[src/rtl/game_pkg.sv]
// Shared types and constants for the game-flow / pixel-composition slice.
package game_pkg;

  // Game-flow states; the encoding is visible on the state output.
  typedef enum logic [2:0] {
    IDLE      = 3'd0,
    PLAY      = 3'd1,
    DYING     = 3'd2,
    WIN       = 3'd3,
    GAME_OVER = 3'd4
  } state_t;

  localparam int LIVES_W = 3;

  // 1-bit-per-channel colours, packed as {R, G, B}.
  localparam logic [2:0] WHITE = 3'b111;
  localparam logic [2:0] RED   = 3'b100;
  localparam logic [2:0] GREEN = 3'b010;
  localparam logic [2:0] BLACK = 3'b000;

endpackage

[src/rtl/pixel_compositor.sv]
// Two-stage colour datapath: stage 1 registers the pixel masks together with the
// game context, stage 2 resolves the colour priority and registers VGA_*.
module pixel_compositor
  import game_pkg::*;
#(
  parameter int NUM_LEVELS = 4,
  parameter int LVL_W      = 2,
  parameter int NUM_BLOCKS = 16,
  parameter int COLOR_W    = 8,
  parameter logic [NUM_LEVELS*NUM_BLOCKS-1:0] R_MASK = '0,
  parameter logic [NUM_LEVELS*NUM_BLOCKS-1:0] G_MASK = '0
) (
  input  logic                  clk,
  input  logic                  rst,
  input  state_t                state,
  input  logic [LVL_W-1:0]      level,
  input  logic                  blink,
  input  logic                  screen_area,
  input  logic                  player,
  input  logic                  border,
  input  logic                  end_zone,
  input  logic [NUM_BLOCKS-1:0] blocks,
  input  logic                  banner_text,
  input  logic                  level_text,
  output logic [COLOR_W-1:0]    VGA_R,
  output logic [COLOR_W-1:0]    VGA_G,
  output logic [COLOR_W-1:0]    VGA_B
);

  state_t                s1_state;
  logic [LVL_W-1:0]      s1_level;
  logic                  s1_blink;
  logic                  s1_sa;
  logic                  s1_player;
  logic                  s1_border;
  logic                  s1_end;
  logic [NUM_BLOCKS-1:0] s1_blocks;
  logic                  s1_banner;
  logic                  s1_ltext;

  logic [NUM_BLOCKS-1:0] r_mask;
  logic [NUM_BLOCKS-1:0] g_mask;
  logic                  blk_r;
  logic                  blk_g;
  logic                  blk_b;
  logic [2:0]            rgb;

  // Stage 1: capture pixel masks and the game context they belong to.
  always_ff @(posedge clk) begin
    if (rst) begin
      s1_state  <= IDLE;
      s1_level  <= '0;
      s1_blink  <= 1'b0;
      s1_sa     <= 1'b0;
      s1_player <= 1'b0;
      s1_border <= 1'b0;
      s1_end    <= 1'b0;
      s1_blocks <= '0;
      s1_banner <= 1'b0;
      s1_ltext  <= 1'b0;
    end else begin
      s1_state  <= state;
      s1_level  <= level;
      s1_blink  <= blink;
      s1_sa     <= screen_area;
      s1_player <= player;
      s1_border <= border;
      s1_end    <= end_zone;
      s1_blocks <= blocks;
      s1_banner <= banner_text;
      s1_ltext  <= level_text;
    end
  end

  // Select the palette slices belonging to the registered level.
  always_comb begin
    r_mask = '0;
    g_mask = '0;
    for (int l = 0; l < NUM_LEVELS; l++) begin
      if (s1_level == LVL_W'(l)) begin
        r_mask = R_MASK[l*NUM_BLOCKS +: NUM_BLOCKS];
        g_mask = G_MASK[l*NUM_BLOCKS +: NUM_BLOCKS];
      end
    end
  end

  assign blk_r = |(s1_blocks & r_mask);
  assign blk_g = |(s1_blocks & g_mask);
  assign blk_b = |s1_blocks;

  // Resolve colour priority for the registered pixel.
  always_comb begin
    rgb = BLACK;
    if (s1_sa) begin
      case (s1_state)
        WIN:       rgb = {1'b0, ~s1_banner, 1'b0};
        GAME_OVER: rgb = {~s1_banner, 2'b00};
        IDLE, PLAY, DYING: begin
          if (s1_border && !s1_ltext) rgb = WHITE;
          else if (s1_player)         rgb = s1_blink ? BLACK : RED;
          else if (s1_end)            rgb = GREEN;
          else                        rgb = {blk_r, blk_g, blk_b};
        end
        default:   rgb = BLACK;
      endcase
    end
  end

  // Stage 2: register the colour, each channel bit widened to COLOR_W.
  always_ff @(posedge clk) begin
    if (rst) begin
      VGA_R <= '0;
      VGA_G <= '0;
      VGA_B <= '0;
    end else begin
      VGA_R <= {COLOR_W{rgb[2]}};
      VGA_G <= {COLOR_W{rgb[1]}};
      VGA_B <= {COLOR_W{rgb[0]}};
    end
  end

endmodule

[src/rtl/game_state_compositor.sv]
// Game-flow FSM (title, play, death/respawn, win/advance, game over, level timer)
// plus the colour pipeline that drives the VGA pins.
module game_state_compositor
  import game_pkg::*;
#(
  parameter int NUM_LEVELS    = 4,
  parameter int LVL_W         = 2,
  parameter int NUM_BLOCKS    = 16,
  parameter int COLOR_W       = 8,
  parameter int LIVES         = 3,
  parameter int BANNER_FRAMES = 120,
  parameter int LEVEL_FRAMES  = 3600,
  parameter int AUTO_ADVANCE  = 1,
  parameter logic [NUM_LEVELS*NUM_BLOCKS-1:0] R_MASK = '0,
  parameter logic [NUM_LEVELS*NUM_BLOCKS-1:0] G_MASK = '0
) (
  input  logic                  clk,
  input  logic                  rst,
  input  logic                  update,
  input  logic                  start,
  input  logic [LVL_W-1:0]      level_sel,
  input  logic                  hit,
  input  logic                  goal,
  input  logic                  screen_area,
  input  logic                  player,
  input  logic                  border,
  input  logic                  end_zone,
  input  logic [NUM_BLOCKS-1:0] blocks,
  input  logic                  banner_text,
  input  logic                  level_text,
  output logic                  respawn,
  output logic [LVL_W-1:0]      level,
  output logic [LIVES_W-1:0]    lives,
  output logic [2:0]            state,
  output logic [COLOR_W-1:0]    VGA_R,
  output logic [COLOR_W-1:0]    VGA_G,
  output logic [COLOR_W-1:0]    VGA_B
);

  // Banner counter keeps at least 4 bits so bit 3 can drive the death blink.
  localparam int TMR_W     = (LEVEL_FRAMES > 0) ? $clog2(LEVEL_FRAMES + 1) : 1;
  localparam int BAN_CLOG  = $clog2(BANNER_FRAMES + 1);
  localparam int BAN_W     = (BAN_CLOG > 4) ? BAN_CLOG : 4;
  localparam logic [TMR_W-1:0]   TMR_LOAD   = TMR_W'(LEVEL_FRAMES);
  localparam logic [BAN_W-1:0]   BAN_LAST   = BAN_W'(BANNER_FRAMES - 1);
  localparam logic [BAN_W-1:0]   BAN_DONE   = BAN_W'(BANNER_FRAMES);
  localparam logic [LVL_W-1:0]   LVL_MAX    = LVL_W'(NUM_LEVELS - 1);
  localparam logic [LIVES_W-1:0] LIVES_INIT = LIVES_W'(LIVES);

  state_t           st;
  logic [TMR_W-1:0] timer;
  logic [BAN_W-1:0] banner;
  logic             start_q;
  logic             start_rise;
  logic             timer_expire;
  logic             blink;

  assign start_rise   = start & ~start_q;
  assign timer_expire = (LEVEL_FRAMES != 0) && update && (timer == TMR_W'(1));
  assign blink        = (st == DYING) && banner[3];
  assign state        = st;

  // Game-flow FSM with lives, level, level timer and banner frame counter.
  always_ff @(posedge clk) begin
    if (rst) begin
      st      <= IDLE;
      level   <= '0;
      lives   <= LIVES_INIT;
      respawn <= 1'b0;
      timer   <= '0;
      banner  <= '0;
      start_q <= 1'b0;
    end else begin
      start_q <= start;
      respawn <= 1'b0;
      case (st)
        IDLE: begin
          level <= level_sel;
          if (start_rise) begin
            st      <= PLAY;
            lives   <= LIVES_INIT;
            timer   <= TMR_LOAD;
            respawn <= 1'b1;
          end
        end
        PLAY: begin
          if (hit || timer_expire) begin
            st     <= DYING;
            lives  <= lives - LIVES_W'(1);
            banner <= '0;
          end else if (goal) begin
            st     <= WIN;
            banner <= '0;
          end else if (update && timer != '0) begin
            timer <= timer - TMR_W'(1);
          end
        end
        DYING: begin
          if (update) begin
            if (banner == BAN_LAST) begin
              if (lives == '0) begin
                st <= GAME_OVER;
              end else begin
                st      <= PLAY;
                timer   <= TMR_LOAD;
                respawn <= 1'b1;
              end
            end else begin
              banner <= banner + BAN_W'(1);
            end
          end
        end
        WIN: begin
          // Banner runs first; once it has saturated, only a fresh start leaves.
          if (banner != BAN_DONE) begin
            if (update) begin
              if (banner == BAN_LAST && AUTO_ADVANCE != 0 && level < LVL_MAX) begin
                level   <= level + LVL_W'(1);
                st      <= PLAY;
                timer   <= TMR_LOAD;
                respawn <= 1'b1;
              end else begin
                banner <= banner + BAN_W'(1);
              end
            end
          end else if (start_rise) begin
            st <= IDLE;
          end
        end
        GAME_OVER: begin
          if (start_rise) st <= IDLE;
        end
        default: st <= IDLE;
      endcase
    end
  end

  pixel_compositor #(
    .NUM_LEVELS (NUM_LEVELS),
    .LVL_W      (LVL_W),
    .NUM_BLOCKS (NUM_BLOCKS),
    .COLOR_W    (COLOR_W),
    .R_MASK     (R_MASK),
    .G_MASK     (G_MASK)
  ) u_pix (
    .clk         (clk),
    .rst         (rst),
    .state       (st),
    .level       (level),
    .blink       (blink),
    .screen_area (screen_area),
    .player      (player),
    .border      (border),
    .end_zone    (end_zone),
    .blocks      (blocks),
    .banner_text (banner_text),
    .level_text  (level_text),
    .VGA_R       (VGA_R),
    .VGA_G       (VGA_G),
    .VGA_B       (VGA_B)
  );

endmodule

[config.mk]
export PLATFORM = sky130hd
export DESIGN_NAME = game_state_compositor
export DESIGN_NICKNAME = d
export VERILOG_FILES = /design/src/rtl/game_pkg.sv /design/src/rtl/pixel_compositor.sv /design/src/rtl/game_state_compositor.sv
export SDC_FILE = /design/constraint.sdc
export NUM_CORES = 1
export LEC_CHECK = 0
export BUFFER_PORTS_ARGS = -buffer_cell sky130_fd_sc_hd__buf_2
export CORE_AREA = 2 2 69 104
export DETAILED_ROUTE_END_ITERATION = 10
export DIE_AREA = 0 0 71 106
export GPL_ROUTABILITY_DRIVEN = 0
export PLACE_DENSITY = 0.66
export SYNTH_ARGS = -nofsm -noshare
export SYNTH_HDL_FRONTEND = slang
export SYNTH_SLANG_ARGS = --single-unit
[constraint.sdc]
create_clock -name clk -period 2.35 [get_ports clk]
set_clock_uncertainty 0.05 [all_clocks]
set_input_delay 0.47 -clock clk [delete_from_list [all_inputs] [get_ports clk]]
set_output_delay 0.47 -clock clk [all_outputs]
set_load 0.1 [all_outputs]
# Yosys cells after proc, flatten, opt, wreduce, memory -nomap -nowiden

Index checks and enable logic that the tools add are counted.

Add/subtract/negate cells: 4
$lt $le $gt $ge: 1
Eq/ne operators: 27
Multiplexer cells: 51
Bitwise operators: 3
Reductions and logical operators: 22

Operators with widths:

| kind                  | count |
|---|---|
| $mux 12               | 10 |
| $mux 7                | 7 |
| $mux 3                | 16 |
| $pmux 12 s4           | 1 |
| $ne 2x2->1 const B    | 12 |
| $pmux 7 s3            | 1 |
| $reduce_or 16->1      | 1 |
| $pmux 3 s5            | 1 |
| $eq 12x1->1 const B   | 1 |
| $eq 3x2->1 const B    | 4 |
| $reduce_bool 12->1    | 1 |
| $sub 12x1->12 const B | 1 |
| $reduce_and 11->1     | 1 |
| $logic_not 3->1       | 3 |
| $ne 3x3->1 const B    | 3 |
| $pmux 3 s3            | 1 |
| $mux 2                | 4 |
| $add 7x1->7 const B   | 1 |
| $eq 7x7->1 const B    | 1 |
| $mux 1                | 7 |
| $ne 7x7->1 const B    | 1 |
| $reduce_and 7->1      | 1 |
| $eq 3x1->1 const B    | 2 |
| $eq 3x3->1 const B    | 2 |
| 19 further kinds      | 25 |

Register bits after elaboration: 58
Input bits: 30
Output and inout bits: 33

# Logic depth before layout (Yosys ltp)

Word-level depth: 6
Mapped depth: 7
Depth with buffers taken out: 7

# Hierarchy

A second synthesis with hierarchy kept.

Cell total of the unflattened synthesis: 339
Area, all modules: 3000.4 µm²

By module, submodules not included:

| module                | times used | cells an instance | area each (µm²) | seq. area each (µm²) |
|---|---|---|---|---|
| game_state_compositor | 1          | 241               | 1963.1          | 580.6 |
| pixel_compositor      | 1          | 98                | 1037.2          | 580.6 |

# Worst setup path before layout

Ideal clock, no wire load.

Path type: reg2reg
Start point: register st[0] (netlist: state[0])
End point: register timer[10]
Setup time: 0.103 ns
Arrival time: 2.517 ns
Path slack: -0.321 ns
Stages on the path, launching flop included: 7
Path buffers: 1
Period minus slack after synthesis: 2.671 ns
Cells stage by stage: dfxtp_1 -> clkbuf_1 -> nor2b_1 -> a32o_1 -> o2111ai_1 -> or2_2 -> a2111oi_2

Longest elaborated chain between the ends: 3
Elaborated cells on any way between the ends: 17

Ends and longest elaborated chain:

| item                                               | RTL line                    | source |
|---|---|---|
| from (decl)                                        | game_state_compositor.sv:50 | `state_t st;` |
| from (signal assigned)                             | game_state_compositor.sv:66 | `st <= IDLE;` |
| from (signal assigned)                             | game_state_compositor.sv:80 | `st <= PLAY;` |
| from (signal assigned)                             | game_state_compositor.sv:88 | `st <= DYING;` |
| $eq 3x1->1, or another cell as far along           | game_state_compositor.sv:76 | `case (st)` |
| $ne 2x2->1 (no line), or another cell as far along | -                           |  |
| $reduce_and 11->1 (no line)                        | -                           |  |
| to (signal assigned)                               | game_state_compositor.sv:95 | `timer <= timer - TMR_W'(1);` |
| to (decl)                                          | game_state_compositor.sv:51 | `logic [TMR_W-1:0] timer;` |

Parallel ways exist; a longest one is shown, timed or not.
A chain may end at the register's enable or synchronous reset.

# Final worst setup path

Start point: register timer[7]
End point: register timer[9]

Longest elaborated chain between the ends: 5
Elaborated cells on any way between the ends: 13

Ends and longest elaborated chain:

| item                                             | RTL line |
|---|---|
| $sub 12x1->12 or $eq 12x1->1 (tied branches)     | game_state_compositor.sv:95, game_state_compositor.sv:59 |
| $mux 12 or $logic_and 1x1->1 (tied branches)     | game_state_compositor.sv:94, game_state_compositor.sv:59 |
| $mux 12 or $logic_or 1x1->1 (tied branches)      | game_state_compositor.sv:91, game_state_compositor.sv:87 |
| $mux 12 or $ne 2x2->1 (tied branches)            | - |
| $pmux 12 s4 or $reduce_and 11->1 (tied branches) | - |

Parallel ways exist; a longest one is shown, timed or not. The select of a mux whose other input is x is not followed.

==> qor.log <==
qor: pwr.report.power.total 2.69 mW
qor: pwr.total_leakage_power 1.52 nW
qor: synth.synth-edff-count 0
qor: synth.yosysMostFrequentCell sky130_fd_sc_hd__dfxtp_1
qor: clock_tree.clk_latency 350 ps
qor: synth.synth.largest_area_cell sky130_fd_sc_hd__dfxtp_1
qor: cells_and_area.finalInstanceArea 3500 um^2
qor: place.detailedPlace.worstSlack 72.7 ps
qor: drt.drtIter0Drc 87
qor: place.placedInstanceArea 3250 um^2
qor: synth.ys_warn_count 0
qor: timing.fin_tns_setup 0 ps
qor: timing.max_freq 441 MHz
qor: worst_setup_path.critPathArrivalTime 2460 ps
qor: worst_hold_path.holdCritStartpoint blocks[0]
qor: clock_tree.cts_tree done
qor: worst_setup_path.worst_r2r_path_depth 5
qor: worst_setup_path.timing.critical_path.required 2540 ps
qor: synth.post_synth_num_cell_types 55
qor: worst_setup_path.critPathMaxFanout 4
qor: synth.syn-num-nets 371
qor: synth.ys_ff_latch 58
qor: floorplanning.floorplan.core_area 6710 um^2
qor: worst_setup_path.regToRegStartpoint timer[7]$_SDFFE_PP0P_
qor: worst_hold_path.hold-path-endpoint u_pix.s1_blocks[0]$_SDFF_PP0_
qor: timing.post_layout_minimum_cycle_time 2270 ps
qor: flow_run.timing.max_cap.violations 0
qor: global_routing.grt_remaining_overflow 0
qor: timing.grt_setup_unrepaired no
qor: cells_and_area.n_antenna_cell 0
qor: worst_setup_path.setup_cp_type flop to flop
qor: synth.top_cells_by_count_synth 58 x sky130_fd_sc_hd__dfxtp_1, 28 x sky130_fd_sc_hd__nor2b_1, 27 x sky130_fd_sc_hd__inv_1, 21 x sky130_fd_sc_hd__buf_4, 18 x sky130_fd_sc_hd__nor2_1
qor: global_routing.pin_count_of_the_biggest_net_entering_global_routing 25
qor: clock_tree.clkSinkCount 58
qor: pwr.vdd.ir_drop.worst 0.534 mV
qor: synth.async_flop_share 0%
qor: place.hpwlAfterDp 5.19 mm
qor: global_routing.initial_antenna_violation_count 0
qor: worst_setup_path.cp-start-kind flop
qor: floorplanning.placementRows 37
qor: timing.worst_pin_slew 516 ps
qor: timing.worst_slew_margin_rel 65.2%
qor: synth.post_synth_main_area_contributors sky130_fd_sc_hd__dfxtp_1 40%, sky130_fd_sc_hd__nor2b_1 6.1%, sky130_fd_sc_hd__buf_4 5.5%
qor: timing.final_min_period_over_clock_period 96.5%
qor: synth.syn-cell-area 2890 um^2
qor: global_routing.vias_in_the_first_global_route 2597
qor: drt.drt_first_pass_iters 4
qor: drt.route.detailed.vias_per_inst 5.46
qor: global_routing.grt_first_pass_wirelength 11.5 mm
qor: worst_hold_path.min_path_cells 2
qor: cells_and_area.finish.net_count 431
qor: outcome.status finished clean
qor: worst_setup_path.register_to_register_setup_slack 80 ps
qor: drt.post-route-drc-count 0
qor: timing.timing_hold_violations_final 0
qor: clock_tree.number_of_buffers_on_the_longest_clock_path 2
qor: cells_and_area.fillcell_total 625
qor: timing.fin_hold_ws 269 ps
qor: floorplanning.die_span_y 106 um
qor: floorplanning.die_x 71 um
qor: clock_tree.clk_transition_reported_paths 80 ps
qor: clock_tree.cts_setup_buffers 0
qor: cells_and_area.final_layout_size_suffix_gt1_share 31.9%
qor: floorplanning.fp.dieArea 7530 um^2
qor: global_routing.globalRouteTotalUtil 19.1%
qor: place.place.port_buffers 62
qor: clock_tree.cts.htree.levels 3
qor: worst_hold_path.hold_path.class primary input to flop
qor: floorplanning.starting_density 43.1%
qor: floorplanning.ioPinCount 63
qor: synth.synth_seq_area_share 40.2%
qor: drt.via_count 2599
qor: synth.syn_avg_cell_area 8.68 um^2
qor: synth.synth.top_cell.area_share 40.2%
qor: synth.syn-instance-count 333
qor: timing.worst_setup_slack_final 82.8 ps
qor: synth.postSynth.topFlopCell sky130_fd_sc_hd__dfxtp_1
qor: clock_tree.clk_root_buffer_cell sky130_fd_sc_hd__clkbuf_8
qor: worst_setup_path.cp-end-kind flop
qor: cells_and_area.area_growth 21.1%
qor: drt.detail_route.wl_per_cell 14.3 um
qor: timing.setup_viol 0
qor: pwr.p_per_area 769 nW/um^2
qor: clock_tree.postCtsResizedCells 0
qor: drt.ant_nets 0
qor: drt.routed_wl 6.82 mm
qor: worst_setup_path.critical_path.reg2reg.endpoint timer[9]$_SDFFE_PP0P_
qor: clock_tree.cts.hold.buffers_added 0
qor: clock_tree.number_of_clock_buffers_inserted_by_tritoncts 9
qor: timing.slew_viol_final 0
## sequential cells by signal, summed over array words and instances, names as in the netlist, 2 cells and up
signal / count
u_pix.s1_blocks: 16
level: 2
timer: 12
state: 3
lives: 3
u_pix.s1_state: 3
banner: 7
## critical path, cell delays in order (launching register included)
cell and delay [ps]:
sky130_fd_sc_hd__dfxtp_2 340, sky130_fd_sc_hd__or4_4 570, sky130_fd_sc_hd__or4b_4 520, sky130_fd_sc_hd__nor4bb_4 180, sky130_fd_sc_hd__and3_1 190, sky130_fd_sc_hd__a2111oi_2 310
## metrics by stage
| stage | util, % | std cells |
|---|---|---|
| finish | 52.2 | 476 |
| global route | 52.2 | 476 |
| CTS | 51.4 | 476 |
| detailed placement | 48.4 | 460 |
| global placement | 48.4 | 460 |
| floorplan | - | 333 |
## cell usage in the layout, fill, tap and decap left out, types with 2 or more instances in the layout
cell type | synthesis | layout
sky130_fd_sc_hd__buf_2 | 0 | 62
sky130_fd_sc_hd__dfxtp_1 | 58 | 48
sky130_fd_sc_hd__nor2b_1 | 28 | 28
sky130_fd_sc_hd__inv_1 | 27 | 25
sky130_fd_sc_hd__nor2_1 | 18 | 18
sky130_fd_sc_hd__buf_4 | 21 | 17
sky130_fd_sc_hd__nor3_1 | 17 | 16
sky130_fd_sc_hd__nand2_1 | 14 | 14
sky130_fd_sc_hd__o21ai_0 | 12 | 12
sky130_fd_sc_hd__nand3_1 | 11 | 11
sky130_fd_sc_hd__a21oi_1 | 11 | 11
sky130_fd_sc_hd__and3_1 | 10 | 10
sky130_fd_sc_hd__dfxtp_2 | 0 | 10
sky130_fd_sc_hd__clkbuf_8 | 0 | 9
sky130_fd_sc_hd__ha_1 | 8 | 7
sky130_fd_sc_hd__nand2b_1 | 6 | 6
sky130_fd_sc_hd__nor4_1 | 6 | 6
sky130_fd_sc_hd__nand4_1 | 5 | 5
sky130_fd_sc_hd__or3_1 | 5 | 4
sky130_fd_sc_hd__a31oi_1 | 4 | 4
sky130_fd_sc_hd__o211ai_1 | 4 | 4
sky130_fd_sc_hd__o221ai_1 | 4 | 4
sky130_fd_sc_hd__clkinvlp_4 | 0 | 4
sky130_fd_sc_hd__or4_1 | 3 | 3
sky130_fd_sc_hd__or3b_2 | 3 | 3
sky130_fd_sc_hd__nand3b_1 | 3 | 3
sky130_fd_sc_hd__and2_1 | 3 | 3
sky130_fd_sc_hd__a221oi_1 | 3 | 3
sky130_fd_sc_hd__a2111oi_2 | 3 | 3
sky130_fd_sc_hd__inv_2 | 0 | 2
sky130_fd_sc_hd__mux2i_1 | 2 | 2
sky130_fd_sc_hd__a311oi_1 | 2 | 2
sky130_fd_sc_hd__xnor2_1 | 2 | 2
sky130_fd_sc_hd__a211oi_1 | 2 | 2
sky130_fd_sc_hd__or2_2 | 2 | 2
sky130_fd_sc_hd__o21ai_1 | 2 | 2
sky130_fd_sc_hd__o21a_1 | 2 | 2
## kinds of logic (layout without fill, tap and decap cells)
| logic type | after synthesis | after routing | synth area share [%] |
|---|---|---|---|
| AND/OR/NAND/NOR | 141 | 141 | 28.0 |
| adder cells (fa/ha/maj) | 8 | 8 | 3.46 |
| XOR/XNOR | 2 | 2 | 0.606 |
| buffers and inverters | 57 | 122 | 10.1 |
| AO/OA/AOI/OAI | 65 | 65 | 16.9 |
| flip-flops | 58 | 58 | 40.2 |
| multiplexers | 2 | 2 | 0.692 |
## final cells by class
class	count	area [um^2]	area share, %
Timing Repair Buffer	79	438	12.5
Inverter	27	101	2.89
Clock buffer	9	124	3.54
Tap cell	78	97.6	2.79
Sequential cell	58	1170	33.5
Clock inverter	7	77.6	2.22
Multi-Input combinational cell	218	1490	42.6
## where the power goes
group / switching, mW / internal (mW) / leakage (nW)
clock: 0.445 / 0.494 / 0.0881
combinational: 0.435 / 0.221 / 0.948
sequential: 0.0502 / 1.05 / 0.479
total: 0.930 / 1.76 / 1.52
## layer usage
metal,track usage [%],share of wire [%]
met2,34.5,53
met5,0,0
met4,10.8,3.0
met3,3.70,4.4
met1,20.3,40
## worst max-delay path by stage
stage | start | end | slack [ps] | cells past startpoint
2_1_floorplan | state[0]$_SDFFE_PP0P_ | timer[10]$_SDFFE_PP0P_ | 1 | 6
3_3_place_gp | timer[11]$_SDFFE_PP0P_ | timer[11]$_SDFFE_PP0P_ | 110 | 5
3_5_place_dp | timer[11]$_SDFFE_PP0P_ | timer[11]$_SDFFE_PP0P_ | 70 | 5
4_1_cts | timer[11]$_SDFFE_PP0P_ | timer[9]$_SDFFE_PP0P_ | 60 | 5
5_1_grt | timer[1]$_SDFFE_PP0P_ | timer[9]$_SDFFE_PP0P_ | 8 | 7
6_report | timer[7]$_SDFFE_PP0P_ | timer[9]$_SDFFE_PP0P_ | 80 | 5
Note: power is estimated with default switching activity, not from simulation.
